**src/rtl/bit_periph_pkg.sv**
```systemverilog
// Shared constants and types for the bit-peripheral input path.
package bit_periph_pkg;

    localparam int N_CH_DEFAULT     = 16;
    localparam int DEBOUNCE_DEFAULT = 8;
    localparam int CNT_W_DEFAULT    = 4;

    typedef logic [N_CH_DEFAULT-1:0] bit_vec_t;

endpackage

```
**src/rtl/bit_input_filter_ch.sv**
```systemverilog
// One input channel: 2-flop synchronizer followed by a saturating debounce counter.
module bit_input_filter_ch #(
    parameter int DEBOUNCE = 8,
    parameter int CNT_W    = 4
) (
    input  logic clk,
    input  logic rst,
    input  logic raw,
    output logic sync,
    output logic filt,
    output logic rise,
    output logic fall
);

    localparam logic [CNT_W-1:0] CNT_LAST = CNT_W'(DEBOUNCE - 1);

    logic             sync1;
    logic [CNT_W-1:0] cnt;
    logic             done;

    // rise/fall are single-cycle indicators that filt toggles on this edge.
    assign done = (sync != filt) && (cnt == CNT_LAST);
    assign rise = done && sync;
    assign fall = done && !sync;

    always_ff @(posedge clk) begin
        if (rst) begin
            sync1 <= 1'b0;
            sync  <= 1'b0;
            filt  <= 1'b0;
            cnt   <= '0;
        end else begin
            sync1 <= raw;
            sync  <= sync1;
            if (sync == filt) begin
                cnt <= '0;
            end else if (done) begin
                filt <= sync;
                cnt  <= '0;
            end else begin
                cnt <= cnt + 1'b1;
            end
        end
    end

endmodule

```
**src/rtl/bit_input_filter.sv**
```systemverilog
// Debounced input conditioning with sticky edge flags for the bit-peripheral input bus.
// Optional short-pulse catch register enabled by BIT_INPUT_FILTER_PULSE_CATCH_EN.
module bit_input_filter
    import bit_periph_pkg::*;
#(
    parameter int N_CH     = N_CH_DEFAULT,
    parameter int DEBOUNCE = DEBOUNCE_DEFAULT,
    parameter int CNT_W    = CNT_W_DEFAULT
) (
    input  logic            CLK,
    input  logic            RST,
    input  logic [N_CH-1:0] INPUTFILTER_RAW,
    input  logic            INPUTFILTER_LOAD,
    input  logic            INPUTFILTER_ACK,
    output logic [N_CH-1:0] INPUTFILTER_OUTPUT,
    output logic [N_CH-1:0] INPUTFILTER_RISE,
    output logic [N_CH-1:0] INPUTFILTER_FALL,
    output logic            INPUTFILTER_CHANGED
);

    logic [N_CH-1:0] sync;
    logic [N_CH-1:0] filt;
    logic [N_CH-1:0] rise_set;
    logic [N_CH-1:0] fall_set;
    logic [N_CH-1:0] rise_q;
    logic [N_CH-1:0] fall_q;
    logic            changed_q;

    for (genvar i = 0; i < N_CH; i++) begin : g_ch
        bit_input_filter_ch #(
            .DEBOUNCE (DEBOUNCE),
            .CNT_W    (CNT_W)
        ) u_ch (
            .clk  (CLK),
            .rst  (RST),
            .raw  (INPUTFILTER_RAW[i]),
            .sync (sync[i]),
            .filt (filt[i]),
            .rise (rise_set[i]),
            .fall (fall_set[i])
        );
    end

    // LOAD and ACK are bare single-cycle strobes (no ready/handshake): each acts
    // on the edge where it is sampled high; a coincident flag set wins over ACK.
    always_ff @(posedge CLK) begin
        if (RST) begin
            rise_q    <= '0;
            fall_q    <= '0;
            changed_q <= 1'b0;
        end else begin
            rise_q    <= (INPUTFILTER_ACK ? '0 : rise_q) | rise_set;
            fall_q    <= (INPUTFILTER_ACK ? '0 : fall_q) | fall_set;
            changed_q <= |(rise_q | fall_q);
        end
    end

    assign INPUTFILTER_RISE    = rise_q;
    assign INPUTFILTER_FALL    = fall_q;
    assign INPUTFILTER_CHANGED = changed_q;

`ifdef BIT_INPUT_FILTER_PULSE_CATCH_EN
    logic [N_CH-1:0] catch_q;

    // Holds any high seen at the synchronizer until the next scan has read it.
    always_ff @(posedge CLK) begin
        if (RST) begin
            catch_q <= '0;
        end else begin
            catch_q <= (INPUTFILTER_LOAD ? '0 : catch_q) | (sync & ~filt);
        end
    end

    assign INPUTFILTER_OUTPUT = filt | catch_q;
`else
    logic unused_ok;

    assign unused_ok          = INPUTFILTER_LOAD ^ (^sync);
    assign INPUTFILTER_OUTPUT = filt;
`endif

endmodule

```
**config.mk**
```make
export PLATFORM = sky130hd
export DESIGN_NAME = bit_input_filter
export DESIGN_NICKNAME = d
export VERILOG_FILES = /design/src/rtl/bit_periph_pkg.sv /design/src/rtl/bit_input_filter_ch.sv /design/src/rtl/bit_input_filter.sv
export SDC_FILE = /design/constraint.sdc
export NUM_CORES = 1
export LEC_CHECK = 0
export CORE_ASPECT_RATIO = 2
export CORE_MARGIN = 2
export CORE_UTILIZATION = 45
export CTS_BUF_LIST = sky130_fd_sc_hd__clkbuf_16
export CTS_CLUSTER_DIAMETER = 30
export DETAILED_ROUTE_END_ITERATION = 16
export GPL_TIMING_DRIVEN = 0
export PLACE_DENSITY_LB_ADDON = 0.1
export SYNTH_ARGS = -nofsm -noshare
export SYNTH_HDL_FRONTEND = slang
export SYNTH_HIERARCHICAL = 1
export SYNTH_SLANG_ARGS = --single-unit
```
**constraint.sdc**
```tcl
create_clock -name CLK -period 1.3 [get_ports CLK]
set_clock_uncertainty 0.05 [all_clocks]
set_input_delay 0.26 -clock CLK [delete_from_list [all_inputs] [get_ports CLK]]
set_output_delay 0.26 -clock CLK [all_outputs]
set_load 0.01 [all_outputs]
```
# Word level (Yosys, flattened, before mapping)
# Cells that the tools add are included.
# Widths: inputs -> output; s select.
op_classes:
  addsub: 16
  n_eq_ne: 48
  mux: 2
  bitwise_logic: 19
  n_reduce_logical: 97
op_table:
  columns: ["operator", "count"]
  rows:
  - ["$add 4x1->4 const B", 16]
  - ["$eq 4x3->1 const B", 16]
  - ["$logic_and 1x1->1", 48]
  - ["$or 16x16->16", 3]
  - ["$reduce_or 3->1", 16]
  - ["$mux 16", 2]
  - ["$reduce_and 2->1", 16]
  - ["$eq 1x1->1", 16]
  - ["$logic_not 1->1", 16]
  - ["$ne 1x1->1", 16]
  - ["$not 1->1", 16]
  - ["$reduce_or 16->1", 1]
totals:
  regBits: 145
  in_bits: 20
  output_inout_bits: 49

# Longest topological paths before layout
# Gate-level depths: netlist (run 1).
logic_depth:
  ltp_word: 4
  mapped_depth: 5
  depth_no_buf: 5

# Modules after synthesis
# Netlist (run 1), hierarchy kept.
modules_own_cells:
  columns: ["mod", "instances", "cells_per_inst", "area_each_um2", "seq_area_each_um2"]
  rows:
  - ["bit_input_filter_ch at g_ch[0].u_ch ...", 15, 26, 275.3, 140.1]
  - ["bit_input_filter", 1, 116, 1052.3, 660.6]
  - ["bit_input_filter_ch at g_ch[9].u_ch", 1, 26, 284.0, 140.1]

# Worst setup path before layout (run 1)
# Ideal clock, no wire load.
synth_timing:
  kind: "flip-flop to flip-flop"
  startpoint: "register g_ch[9].u_ch.cnt[0]"
  endpoint: "register rise_q[9] (netlist: INPUTFILTER_RISE[9])"
  arrival_time_ns: 0.962
  required_time_ns: 1.186
  setup_slack_ns: 0.224
  path_stages_with_launch: 6
  synth_period_minus_slack_ns: 1.076
  path_cell_list: "dfxtp_1 ha_1 nand3b_4 nor3b_1 a21oi_1 nor2_1"
synth_between:
  elab_chain_cells: 4
synth_rtl:
  columns: ["item", "line", "text"]
  rows:
  - ["from (decl)", "bit_input_filter_ch.sv:18", "logic [CNT_W-1:0] cnt;"]
  - ["from (signal assigned)", "bit_input_filter_ch.sv:41", "cnt <= cnt + 1'b1;"]
  - ["$eq 4x3->1", "bit_input_filter_ch.sv:22", "assign done = (sync != filt) && (cnt == CNT_LAST);"]
  - ["$logic_and 1x1->1", "bit_input_filter_ch.sv:22", null]
  - ["$logic_and 1x1->1", "bit_input_filter_ch.sv:23", "assign rise = done && sync;"]
  - ["named net rise_set[9]", "bit_input_filter.sv:23", "logic [N_CH-1:0] rise_set;"]
  - ["$or 16x16->16", "bit_input_filter.sv:52", "rise_q <= (INPUTFILTER_ACK ? '0 : rise_q) | rise_set;"]
  - ["to (signal assigned)", "bit_input_filter.sv:52", null]
  - ["to (decl)", "bit_input_filter.sv:25", "logic [N_CH-1:0] rise_q;"]
# The timed path passes the listed nets, and every way through them passes these cells.
# A chain may end at the register's enable or synchronous reset.

# Final worst setup path (run 1)
layout_timing:
  startpoint: "register rise_q[11] (netlist: INPUTFILTER_RISE[11])"
  endpoint: "output INPUTFILTER_RISE[11]"
layout_lines:
  columns: ["item", "line", "text"]
  rows:
  - ["to (decl)", "bit_input_filter.sv:16", "output logic [N_CH-1:0] INPUTFILTER_RISE,"]
# No word-level cell between the ends.

==> results of run 1 <==
## Yosys cell counts (15+ instances only)
| cell type | count | area (µm²) |
|---|---|---|
| a21oi_1 | 33 | 165 |
| nand3_2 | 16 | 160 |
| mux2i_1 | 16 | 160 |
| inv_1 | 33 | 124 |
| nor3b_1 | 32 | 240 |
| nor2b_1 | 32 | 200 |
| dfxtp_1 | 145 | 2900 |
| nor2_2 | 16 | 100 |
| ha_1 | 16 | 200 |
| nand3b_2 | 15 | 169 |
| xor2_1 | 48 | 420 |
| and3_2 | 16 | 120 |
| nor2_1 | 80 | 300 |
| nand3_1 | 16 | 80.1 |
## logic make-up (layout without fill, tap and decap cells)
| logic type | after synthesis | after routing | share of synthesized area |
|---|---|---|---|
| AOI/OAI and AO/OA | 33 | 33 | 0.0302 |
| xor gates and xnor gates | 48 | 48 | 0.0769 |
| adders and majority gates | 16 | 16 | 0.0366 |
| buffers and inverters | 40 | 161 | 0.0291 |
| DFF | 145 | 145 | 0.531 |
| muxes | 16 | 16 | 0.0293 |
| and+or+nand+nor | 234 | 234 | 0.267 |
## worst reg2reg max path: stages (launching register included)
cell	delay, ps
dfxtp_2	360
ha_4	160
nand3b_4	110
nor3b_4	280
a21oi_1	80
nor2_1	110
## state kept, by name, indices dropped and copies added (netlist names)
signal and count:
INPUTFILTER_RISE 16, g_ch.u_ch/sync1 16, INPUTFILTER_CHANGED 1, INPUTFILTER_FALL 16, g_ch.u_ch/sync 16, g_ch.u_ch/filt 16, g_ch.u_ch/cnt 64
## area by class of cell
type                            instances  area, µm²  share of cell area
Inverter                               33        124              0.0170
Buffer                                  7       35.0             0.00481
Timing Repair Buffer                   90        689              0.0946
Tap cell                              147        184              0.0252
Sequential cell                       145       2980               0.408
Clock inverter                         14        224              0.0307
Clock buffer                           17        425              0.0583
Multi-Input combinational cell        347       2630               0.361
## per-stage QoR
step	power, mW	hold WS, ps
2_1_floorplan	4.77	282
3_3_place_gp	4.90	367
3_5_place_dp	4.90	370
4_1_cts	10.2	198
5_1_grt	10.4	206
6_report	10.1	201
## final timing paths
check | end | slack, ps | cells past startpoint
worst max-delay path | INPUTFILTER_RISE[11] | 30 | 1
worst min-delay path | g_ch[10].u_ch/filt | 200 | 2
worst max register to register | INPUTFILTER_RISE[14] | 70 | 5
worst min register to register | g_ch[10].u_ch/cnt[0] | 370 | 1
## power groups by stage
stage	logic [mW]	registers (mW)	clock network (mW)
after floorplan	0.133	4.63	0
after global placement	0.257	4.64	0
after detailed placement	0.258	4.64	0
after CTS	0.262	4.53	5.42
after global routing	0.290	4.54	5.61
final	0.260	4.54	5.31
## layer usage
| layer | up-vias | track usage | part of all wire |
|---|---|---|---|
| met4 | 0 | 0.0758 | 0.015 |
| li1 | 1983 | - | - |
| met2 | 67 | 0.295 | 0.51 |
| met3 | 12 | 0.0497 | 0.044 |
| met1 | 1796 | 0.206 | 0.44 |
| met5 | - | 0 | 0 |
## what timing repair did
action | 4_1_cts | 5_1_grt
endpoints found under the hold margin | 0 | 0
buffers inserted | 21 | 1
pin swaps | 1 | 8
resized for setup | 220 | 60
endpoints found under the setup margin | 79 | 48
hold buffers | 0 | 0
==> results.sh, run 1 <==
export IMPL_crit_chain="clkdlybuf4s15_2"
export IMPL_antenna_found_initial=0
export IMPL_drc=0
export IMPL_dieArea_mm2=0.0131
export IMPL_initial_utilization=0.456
export IMPL_nFillCells=1049
export IMPL_clk_pin_slew_worst_paths_ps=60
export IMPL_cts_sinks=145
export IMPL_h_tree_depth=4
export IMPL_cp_slowest_stage_delay_ps=340
export IMPL_drt_iter0_drc=77
export IMPL_async_reset_ff_frac=0
export IMPL_clk_latency_ps=410
export IMPL_vias_per_cell=4.82
export IMPL_placed_cell_area_mm2=0.00633
export IMPL_fin_ws_ps=27.2
export IMPL_synth_cells=532
export IMPL_worstSetupPathType="reg -> out"
export IMPL_drt_pass1_iterations=4
export IMPL_fin_setup_tns_ps=0
export IMPL_ant_nets=0
export IMPL_core_region_area_mm2=0.0120
export IMPL_vdd_ir_drop_worst_mv=0.976
export IMPL_status="finished clean"
export IMPL_crit_arrival_ps=960
export IMPL_cts_tree="built"
export IMPL_synth_cell_types=18
export IMPL_postLayoutCellArea_mm2=0.00729
export IMPL_syn_nets=568
export IMPL_cp_slowest_cell="dfxtp_2"
export IMPL_worst_path_buf_inv=1
export IMPL_hold_violations=0
export IMPL_reg2reg_from="g_ch[14].u_ch/cnt[0]"
export IMPL_overflow=0
export IMPL_maxCapViolCount=0
export IMPL_syn_area_mm2=0.00547
export IMPL_post_route_min_period_ps=1270
export IMPL_ys_ff_latch=145
export IMPL_yosysWarnings=6
export IMPL_tightest_slew_ps=379
export IMPL_ys_seq_area_frac=0.531
export IMPL_io_buffers=67
export IMPL_root_buffer="clkbuf_16"
export IMPL_start_kind="flop"
export IMPL_switching_power_mw=1.93
export IMPL_p_comb_frac=0.026
export IMPL_most_common_layout_cells="95 x dfxtp_1, 80 x nor2_1, 48 x xor2_1"
export IMPL_grt_max_degree=35
export IMPL_path_delay_family="flip-flops"
export IMPL_worstSetupEndpointType="output pin"
export IMPL_cp_max_fo=3
export IMPL_pwr_share_seq=0.449
export IMPL_setup_viol=0
export IMPL_place_hpwl_mm=7.21
export IMPL_synthToLayoutAreaGrowth_pct=33.4
export IMPL_layout_cells_non_filler=800
export IMPL_maxSlewViolCount=0
export IMPL_final_common_cell="dfxtp_1"
export IMPL_p_per_area_mw_per_mm2=1390
export IMPL_grt_use_total=0.177
export IMPL_diodes=0
export IMPL_dp_cells=747
export IMPL_grt_pass1_vias=3762
export IMPL_synth_edf_count=0
export IMPL_num_vias=3858
export IMPL_gp_congestion=0.734
export IMPL_p_int_mw=8.17
export IMPL_switching_share=0.191
export IMPL_fmax_mhz=786
export IMPL_rows=57
export IMPL_post_route_period_util=0.979
export IMPL_holdCritPathClass="in -> reg"
export IMPL_clk_path_buf_depth=2
export IMPL_die_h_um=160
export IMPL_io_pins=69
export IMPL_utilization=0.609
export IMPL_worstHoldStart="RST"
export IMPL_cp_required_ps=990
export IMPL_syn_avg_cell_area_um2=10.3
export IMPL_p_leak_nw=3.43
export IMPL_power_frac_clock=0.525
export IMPL_grt_pass1_wl_mm=17.6
export IMPL_wirelength_mm=10.9
export IMPL_die_width_um=81.9
export IMPL_relSlewSlack=0.747
export IMPL_wire_per_inst_um=13.6
export IMPL_numCtsBuffers=17
export IMPL_nets=677
export IMPL_pre_cts_ws_ps=-556
export IMPL_drive_gt1_frac=0.387
export IMPL_startpoint="INPUTFILTER_RISE[11]"
export IMPL_ys_flop_type="dfxtp_1"
No activity file was read; power rests on OpenSTA's default activity.
==> run 2: changes to the inputs <==
--- a/config.mk
+++ b/config.mk
@@ -5,6 +5,7 @@
 export SDC_FILE = /design/constraint.sdc
 export NUM_CORES = 1
 export LEC_CHECK = 0
+export CAP_MARGIN = 20
 export CORE_ASPECT_RATIO = 2
 export CORE_MARGIN = 2
 export CORE_UTILIZATION = 45
==> results of run 2 <==
No change in the layout: final DEF, timing and power equal those of run 1.
==> run 3: changes to the inputs <==
--- a/config.mk
+++ b/config.mk
@@ -14,6 +14,7 @@
 export DETAILED_ROUTE_END_ITERATION = 16
 export GPL_TIMING_DRIVEN = 0
 export PLACE_DENSITY_LB_ADDON = 0.1
+export RECOVER_POWER = 25
 export SYNTH_ARGS = -nofsm -noshare
 export SYNTH_HDL_FRONTEND = slang
 export SYNTH_HIERARCHICAL = 1
==> run 3 against run 2 <==
  * Wire length barely moved
  * Non-clock buffer count did not move
  * Setup slack barely moved
  * Sequential share of layout area barely moved
  * Count of clock-buffer cells in the layout did not move
  * Cell count did not move
  * Largest power group unchanged
  * Combinational power fell by 2%
  * Highest routed layer unchanged
  * Global-route usage did not move
  * First-iteration DRC count did not move
  * Power barely moved
  * Critical endpoint unchanged
==> results.sh, run 3 (same netlist as run 1, synthesis figures left out) <==
export IMPL_maxCapViolCount=0
export IMPL_die_width_um=81.9
export IMPL_largest_register_ffs=64
export IMPL_cts_hold_buffers=0
export IMPL_reg2reg_setup_slack_ps=70
export IMPL_wire_per_inst_um=13.6
export IMPL_grt_pass1_vias=3762
export IMPL_crit_chain="clkdlybuf4s15_2"
export IMPL_wl_met3_um=478
export IMPL_fmax_mhz=786
export IMPL_post_route_period_util=0.979
export IMPL_p_leak_nw=3.43
export IMPL_maxSlewViolCount=0
export IMPL_hold_violations=0
export IMPL_io_buffers=67
export IMPL_nets=677
export IMPL_cp_max_fo=3
export IMPL_cp_required_ps=990
export IMPL_drc=0
export IMPL_relSlewSlack=0.748
export IMPL_ant_nets=0
export IMPL_dp_cells=747
export IMPL_clk_pin_slew_worst_paths_ps=60
export IMPL_finalPower_mw=10.1
export IMPL_cp_depth=1
export IMPL_clk_path_buf_depth=2
export IMPL_p_per_area_mw_per_mm2=1390
export IMPL_cts_sinks=145
export IMPL_cts_tree="built"
export IMPL_antenna_found_initial=0
export IMPL_r2r_cells=5
export IMPL_drive_gt1_frac=0.383
export IMPL_diodes=0
export IMPL_grt_use_total=0.177
export IMPL_path_delay_family="flip-flops"
export IMPL_crit_arrival_ps=960
export IMPL_wl_met2_mm=5.50
export IMPL_post_route_min_period_ps=1270
export IMPL_setup_viol=0
export IMPL_status="finished clean"
export IMPL_worstSetupEndpointType="output pin"
export IMPL_dieArea_mm2=0.0131
export IMPL_grt_max_degree=35
export IMPL_tightest_slew_ps=378
export IMPL_wirelength_mm=10.9
export IMPL_final_common_cell="dfxtp_1"
export IMPL_top_register="g_ch.u_ch/cnt"
export IMPL_worst_path_buf_inv=1
export IMPL_io_pins=69
export IMPL_core_region_area_mm2=0.0120
export IMPL_clk_latency_ps=410
export IMPL_root_buffer="clkbuf_16"
export IMPL_grt_pass1_wl_mm=17.6
export IMPL_highest_layer="met4"
export IMPL_layout_cells_non_filler=800
export IMPL_start_kind="flop"
export IMPL_place_hpwl_mm=7.21
export IMPL_numCtsBuffers=17
export IMPL_synthToLayoutAreaGrowth_pct=33.2
export IMPL_reg2reg_from="g_ch[14].u_ch/cnt[0]"
export IMPL_vias_per_cell=4.82
export IMPL_cp_slowest_stage_delay_ps=340
export IMPL_wirelength_met1_mm=4.75
export IMPL_num_vias=3856
export IMPL_gp_congestion=0.734
export IMPL_hold_depth=2
export IMPL_reg2reg_to="INPUTFILTER_RISE[14]"
export IMPL_worstHoldStart="RST"
export IMPL_overflow=0
export IMPL_die_h_um=160
export IMPL_most_common_layout_cells="96 x dfxtp_1, 80 x nor2_1, 48 x xor2_1"
export IMPL_drt_iter0_drc=77
export IMPL_holdCritPathClass="in -> reg"
export IMPL_holdPathEnd="g_ch[10].u_ch/filt"
export IMPL_nFillCells=1050
export IMPL_initial_utilization=0.456
export IMPL_vdd_ir_drop_worst_mv=0.977
export IMPL_rows=57
export IMPL_worstSetupPathType="reg -> out"
export IMPL_h_tree_depth=4
export IMPL_drt_pass1_iterations=4
export IMPL_cp_slowest_cell="dfxtp_2"
## run 3: cell count changes in the layout (fill, tap and decap cells not counted), sizes merged
cell           previous run  this run
buf                      66        65
clkdlybuf4s50            17        10
dlygate4sd3               0         7
clkbuf                   18        19
## run 3: worst max path at each step
stage                         startpoint                    to  slack (ps)
floorplan            g_ch[9].u_ch/cnt[0]   INPUTFILTER_RISE[9]         220
global placement                     RST   INPUTFILTER_RISE[9]       -2220
detailed placement                   RST   INPUTFILTER_FALL[6]        -560
CTS                  INPUTFILTER_RISE[0]   INPUTFILTER_RISE[0]           1
global route        INPUTFILTER_RISE[11]  INPUTFILTER_RISE[11]          -5
finish              INPUTFILTER_RISE[11]  INPUTFILTER_RISE[11]          30
## run 3: layout make-up
cell class | count | area [µm²] | area share
Multi-Input combinational cell | 347 | 2630 | 0.361
Tap cell | 147 | 184 | 0.0253
Sequential cell | 145 | 2980 | 0.409
Timing Repair Buffer | 90 | 686 | 0.0942
Buffer | 7 | 35.0 | 0.00481
Inverter | 33 | 124 | 0.0170
Clock buffer | 17 | 425 | 0.0584
Clock inverter | 14 | 224 | 0.0308
## run 3: what timing repair did
item                                    4_1_cts  5_1_grt
resized for setup                           220       60
pin swaps                                     1        8
setup buffers                                21        1
endpoints found under the setup margin       79       48
## run 3: report_power, final
group          internal (mW)  total, mW  switching [mW]
Clock                   3.56       5.31            1.75
Sequential              4.50       4.54          0.0401
Combinational          0.117      0.255           0.138
## run 3: layer usage
metal,up-vias,track usage
met5,-,0
met4,0,0.0758
met3,12,0.0497
met2,67,0.295
met1,1793,0.206
li1,1984,-
## run 3: per-stage QoR
stage / hold WS [ps] / setup WS (ps) / setup TNS [ps] / area (µm²) / util
finish: 201 / 27.2 / 0 / 7280 / 0.608
CTS: 198 / 1.48 / 0 / 7240 / 0.604
floorplan: 282 / 224 / 0 / 5470 / -
global placement: 367 / -2220 / -267110 / 6320 / 0.527
global route: 206 / -5.48 / -15.1 / 7280 / 0.608
detailed placement: 370 / -556 / -23490 / 6330 / 0.529
